<file path="config.mk">
export PLATFORM = sky130hd
export DESIGN_NAME = tick_gen_multi
export DESIGN_NICKNAME = d
export VERILOG_FILES = /design/src/rtl/tick_gen_multi.sv
export SDC_FILE = /design/constraint.sdc
export NUM_CORES = 1
export LEC_CHECK = 0
export ABC_CLOCK_PERIOD_IN_PS = 5300
export BUFFER_PORTS_ARGS = -buffer_cell sky130_fd_sc_hd__buf_2
export CAP_MARGIN = 10
export CORE_MARGIN = 3
export CORE_UTILIZATION = 55
export CTS_BUF_LIST = sky130_fd_sc_hd__clkbuf_2
export CTS_CLUSTER_SIZE = 24
export DETAILED_ROUTE_END_ITERATION = 12
export PLACE_DENSITY = 0.88
export SETUP_SLACK_MARGIN = 0.3
export SYNTH_ARGS = -nofsm -noshare
export SYNTH_HDL_FRONTEND = slang
export SYNTH_SLANG_ARGS = --single-unit
</file>
<file path="constraint.sdc">
create_clock -name clk -period 5.3 [get_ports clk]
set_clock_uncertainty 0.2 [all_clocks]
set_input_delay 1.06 -clock clk [delete_from_list [all_inputs] [get_ports clk]]
set_output_delay 1.06 -clock clk [all_outputs]
set_load 0.1 [all_outputs]
</file>
<file path="src/rtl/tick_gen_multi.sv">
// Multi-channel programmable tick generator: per-channel periodic/one-shot ticks plus a divided square wave.
// All outputs registered, one cycle after the deciding edge; no backpressure, load always wins over counting.
module tick_gen_multi #(
    parameter int CHANNELS = 4,
    parameter int WIDTH    = 32
) (
    input  logic                      clk,
    input  logic                      reset,
    input  logic [CHANNELS-1:0]       load,
    input  logic [CHANNELS*WIDTH-1:0] div_in,
    input  logic [CHANNELS-1:0]       oneshot,
    input  logic [CHANNELS-1:0]       en,
    output logic [CHANNELS-1:0]       tick,
    output logic [CHANNELS-1:0]       sq,
    output logic [CHANNELS-1:0]       done,
    output logic [CHANNELS-1:0]       active
);

    for (genvar i = 0; i < CHANNELS; i++) begin : g_ch
        logic [WIDTH-1:0] cnt;
        logic [WIDTH-1:0] tc;
        logic             mode;
        logic             armed;
        logic             tick_r;
        logic             sq_r;
        logic             done_r;
        logic             at_tc;

        // The compare, not overflow, returns cnt to zero, so tc = all-ones gives a full 2^WIDTH period.
        assign at_tc = (cnt == tc);

        always_ff @(posedge clk) begin
            if (reset) begin
                cnt    <= '0;
                tc     <= '0;
                mode   <= 1'b0;
                armed  <= 1'b0;
                tick_r <= 1'b0;
                sq_r   <= 1'b0;
                done_r <= 1'b0;
            end else if (load[i]) begin
                tc     <= div_in[i*WIDTH +: WIDTH];
                mode   <= oneshot[i];
                cnt    <= '0;
                armed  <= 1'b1;
                done_r <= 1'b0;
                tick_r <= 1'b0;
            end else if (armed && en[i]) begin
                if (at_tc) begin
                    cnt    <= '0;
                    tick_r <= 1'b1;
                    sq_r   <= ~sq_r;
                    if (mode) begin
                        armed  <= 1'b0;
                        done_r <= 1'b1;
                    end
                end else begin
                    cnt    <= cnt + 1'b1;
                    tick_r <= 1'b0;
                end
            end else begin
                tick_r <= 1'b0;
            end
        end

        assign tick[i]   = tick_r;
        assign sq[i]     = sq_r;
        assign done[i]   = done_r;
        assign active[i] = armed;
    end

endmodule

</file>
==> results.sh <==
export IMPL_status="finished, final reports clean"
export IMPL_dp_hpwl_um=21650
export IMPL_final_cells=1920
export IMPL_path_cells="inv_1 > a2111oi_0 > nand4_1 > nor4_4 > buf_4 > nor3_1"
export IMPL_placed_cells=1796
export IMPL_cts_root_buf="clkbuf_2"
export IMPL_grt_usage=0.2367
export IMPL_rsz0062_at_grt="false"
export IMPL_dpl_cell_area_sq_um=13780
export IMPL_avgRoutedWirePerCell_um=15.91
export IMPL_wl_met2_um=14450
export IMPL_initial_core_util=0.5653
export IMPL_h_tree_depth=3
export IMPL_die_h_um=159.2
export IMPL_p_sw_frac=0.2796
export IMPL_max_slew_margin_rel=0.2015
export IMPL_ys_warn_count=0
export IMPL_finalCriticalPeriod_ps=3047
export IMPL_cp_num_buf_inv=2
export IMPL_drc=0
export IMPL_cts_max_path_buffers=3
export IMPL_io_pins=158
export IMPL_syn_area_sq_um=12920
export IMPL_p_clk_frac=0.345
export IMPL_hold_buffers=0
export IMPL_fmax_mhz=328.1
export IMPL_insertion_delay_ps=800
export IMPL_grt_pass1_wl_um=51020
export IMPL_switchingPower_mw=1.083
export IMPL_drv_slew=0
export IMPL_fin_crit_sh=0.5750
export IMPL_finalSetupTns_ps=0
export IMPL_postSynth_asyncResetShare=0
export IMPL_grt_pass1_vias=10649
export IMPL_cp_max_fo=18
export IMPL_synth_edf_count=0
export IMPL_synthCells=1405
export IMPL_arrival_ps=3450
export IMPL_drt_vias_per_instance=5.615
export IMPL_clkSlewWorstSetupHoldPaths_ps=90
export IMPL_power_density_nw_per_um2=269.6
export IMPL_dp_slack_ps=1885
export IMPL_ant_nets=0
export IMPL_hold_viol_final=0
export IMPL_highest_layer="met4"
export IMPL_first_pass_iters=5
export IMPL_avgSynthCellArea_sq_um=9.193
export IMPL_min_path_type="flip-flop to flip-flop"
export IMPL_post_cts_resized=0
export IMPL_wl_met1_um=13020
export IMPL_ys_types=49
export IMPL_max_slew_worst_pin_slew_ps=1187
export IMPL_coreArea_sq_um=22850
export IMPL_critical_path_required_ps=5710
export IMPL_synth_fp_nets=1551
export IMPL_clock_sinks=276
export IMPL_die_x_um=159.2
export IMPL_cts_buffers=72
export IMPL_fin_nets=1704
export IMPL_die_area_sq_um=25360
export IMPL_port_buffer_count=157
export IMPL_crit_type="flip-flop to flip-flop"
export IMPL_area_growth_pct=11.25
export IMPL_grt_start_max_net_pins=73
export IMPL_place_congestion=0.9156
export IMPL_rows=55
export IMPL_seq_power_share=0.565
export IMPL_cap_violations=0
export IMPL_yosysSeqAreaShare=0.4278
export IMPL_ys_ff_latch=276
export IMPL_slowest_stage="a2111oi_0"
export IMPL_final_cell_mix="dfxtp_1 (276), xor2_1 (180), nor2_1 (167)"
export IMPL_post_cts_buffers=0
export IMPL_cpLargestDelayFamily="simple AND/OR/NAND/NOR gates"
export IMPL_num_fill_cells=1850
export IMPL_grt_antenna_before_repair=1
export IMPL_fin_ws_ps=2253
export IMPL_start_kind="flip-flop"
export IMPL_final_area_sq_um=14370
export IMPL_leakage_nw=6.331
export IMPL_power_internal_mw=2.790
export IMPL_cp_slowest_stage_delay_ps=760
export IMPL_synthFlopType="dfxtp_1"
export IMPL_drtIter0Drc=700
export IMPL_num_vias=10780
export IMPL_totalWireLength_um=30550
export IMPL_vdd_drop_max_mv=0.1691
export IMPL_combPwrFrac=0.090
export IMPL_grt_overflow_total=0
export IMPL_setup_viol=0
export IMPL_crit_path_end_kind="flip-flop"
export IMPL_wl_met3_um=2283
export IMPL_layout_drive_gt1_share=0.1850
export IMPL_cts_tree="built"
export IMPL_final_common_cell="dfxtp_1"
power by group through the flow:
stage	Sequential, mW	Combinational (mW)	Clock [mW]
final	2.19	0.349	1.34
after global placement	2.23	0.337	0
after global routing	2.20	0.386	1.50
after detailed placement	2.24	0.346	0
after floorplan	2.22	0.246	0
after CTS	2.19	0.349	1.39
area by class of cell:
class                           count  area (sq um)  area share
Timing Repair Buffer              171         893.4     0.06217
Clock buffer                       99         495.5     0.03448
Tap cell                          313         391.6     0.02726
Antenna cell                        2         5.005   0.0003483
Multi-Input combinational cell   1017          6900      0.4802
Sequential cell                   276          5525      0.3845
Clock inverter                     22         82.58    0.005747
Inverter                           20         75.07    0.005225
synthesized netlist by cell type (8+ instances only):
cell	number	area, sq um
xor2_1	180	1577
or3_1	11	68.82
and3_1	15	93.84
buf_4	16	120.1
nand3_1	55	275.3
and4_1	14	122.6
clkbuf_1	61	229.0
dfxtp_1	276	5525
and2_1	8	50.05
nand4_1	56	350.3
xnor2_1	45	394.1
mux2i_1	132	1321
nor2b_1	33	206.5
nor2_1	167	626.9
nand2_1	39	146.4
nor4_1	43	269.0
a211oi_1	10	75.07
nor3_1	144	720.7
inv_1	20	75.07
sequential cells by signal, summed over array words and instances, names as in the netlist:
register	count
g_ch.tc	128
g_ch.cnt	128
g_ch.tick_r	4
g_ch.done_r	4
g_ch.armed	4
g_ch.sq_r	4
g_ch.mode	4
routing by layer:
layer,track usage,up-vias
met4,0.09789,0
met1,0.3026,5014
li1,-,5250
met2,0.3890,449
met5,0,-
met3,0.05229,67
path summary, 6_finish.rpt:
check                         to  depth (start not counted)       startpoint  slack, ps
setup reg to reg  g_ch[0].cnt[6]                          6  g_ch[0].cnt[13]       2250
hold / removal    g_ch[0].done_r                          1   g_ch[0].done_r        290
setup / recovery  g_ch[0].cnt[6]                          6  g_ch[0].cnt[13]       2250
hold reg to reg   g_ch[0].done_r                          1   g_ch[0].done_r        290
worst reg2reg max path, cell delays in order, from the launching register on:
cell       delay, ps
dfxtp_1          400
inv_1             90
a2111oi_0        760
nand4_1          260
nor4_4           710
buf_4            370
nor3_1            90
kinds of logic after synthesis:
group | Yosys count | share of synthesized area
compound gates | 36 | 0.01996
simple gates | 616 | 0.2506
buf+inv | 112 | 0.03943
flops | 276 | 0.4278
fa+ha+maj | 4 | 0.003875
xor+xnor | 225 | 0.1526
mux | 136 | 0.1058
metrics by stage:
step / utilization / total power, mW / hold slack (ps)
final: 0.6289 / 3.873 / 289.7
after global routing: 0.6288 / 4.085 / 200.1
after CTS: 0.6284 / 3.924 / 184.5
after detailed placement: 0.6031 / 2.581 / 264.8
after global placement: 0.6031 / 2.570 / 258.8
after floorplan: - / 2.463 / 250.4
Note: power is estimated with default switching activity, not from simulation.
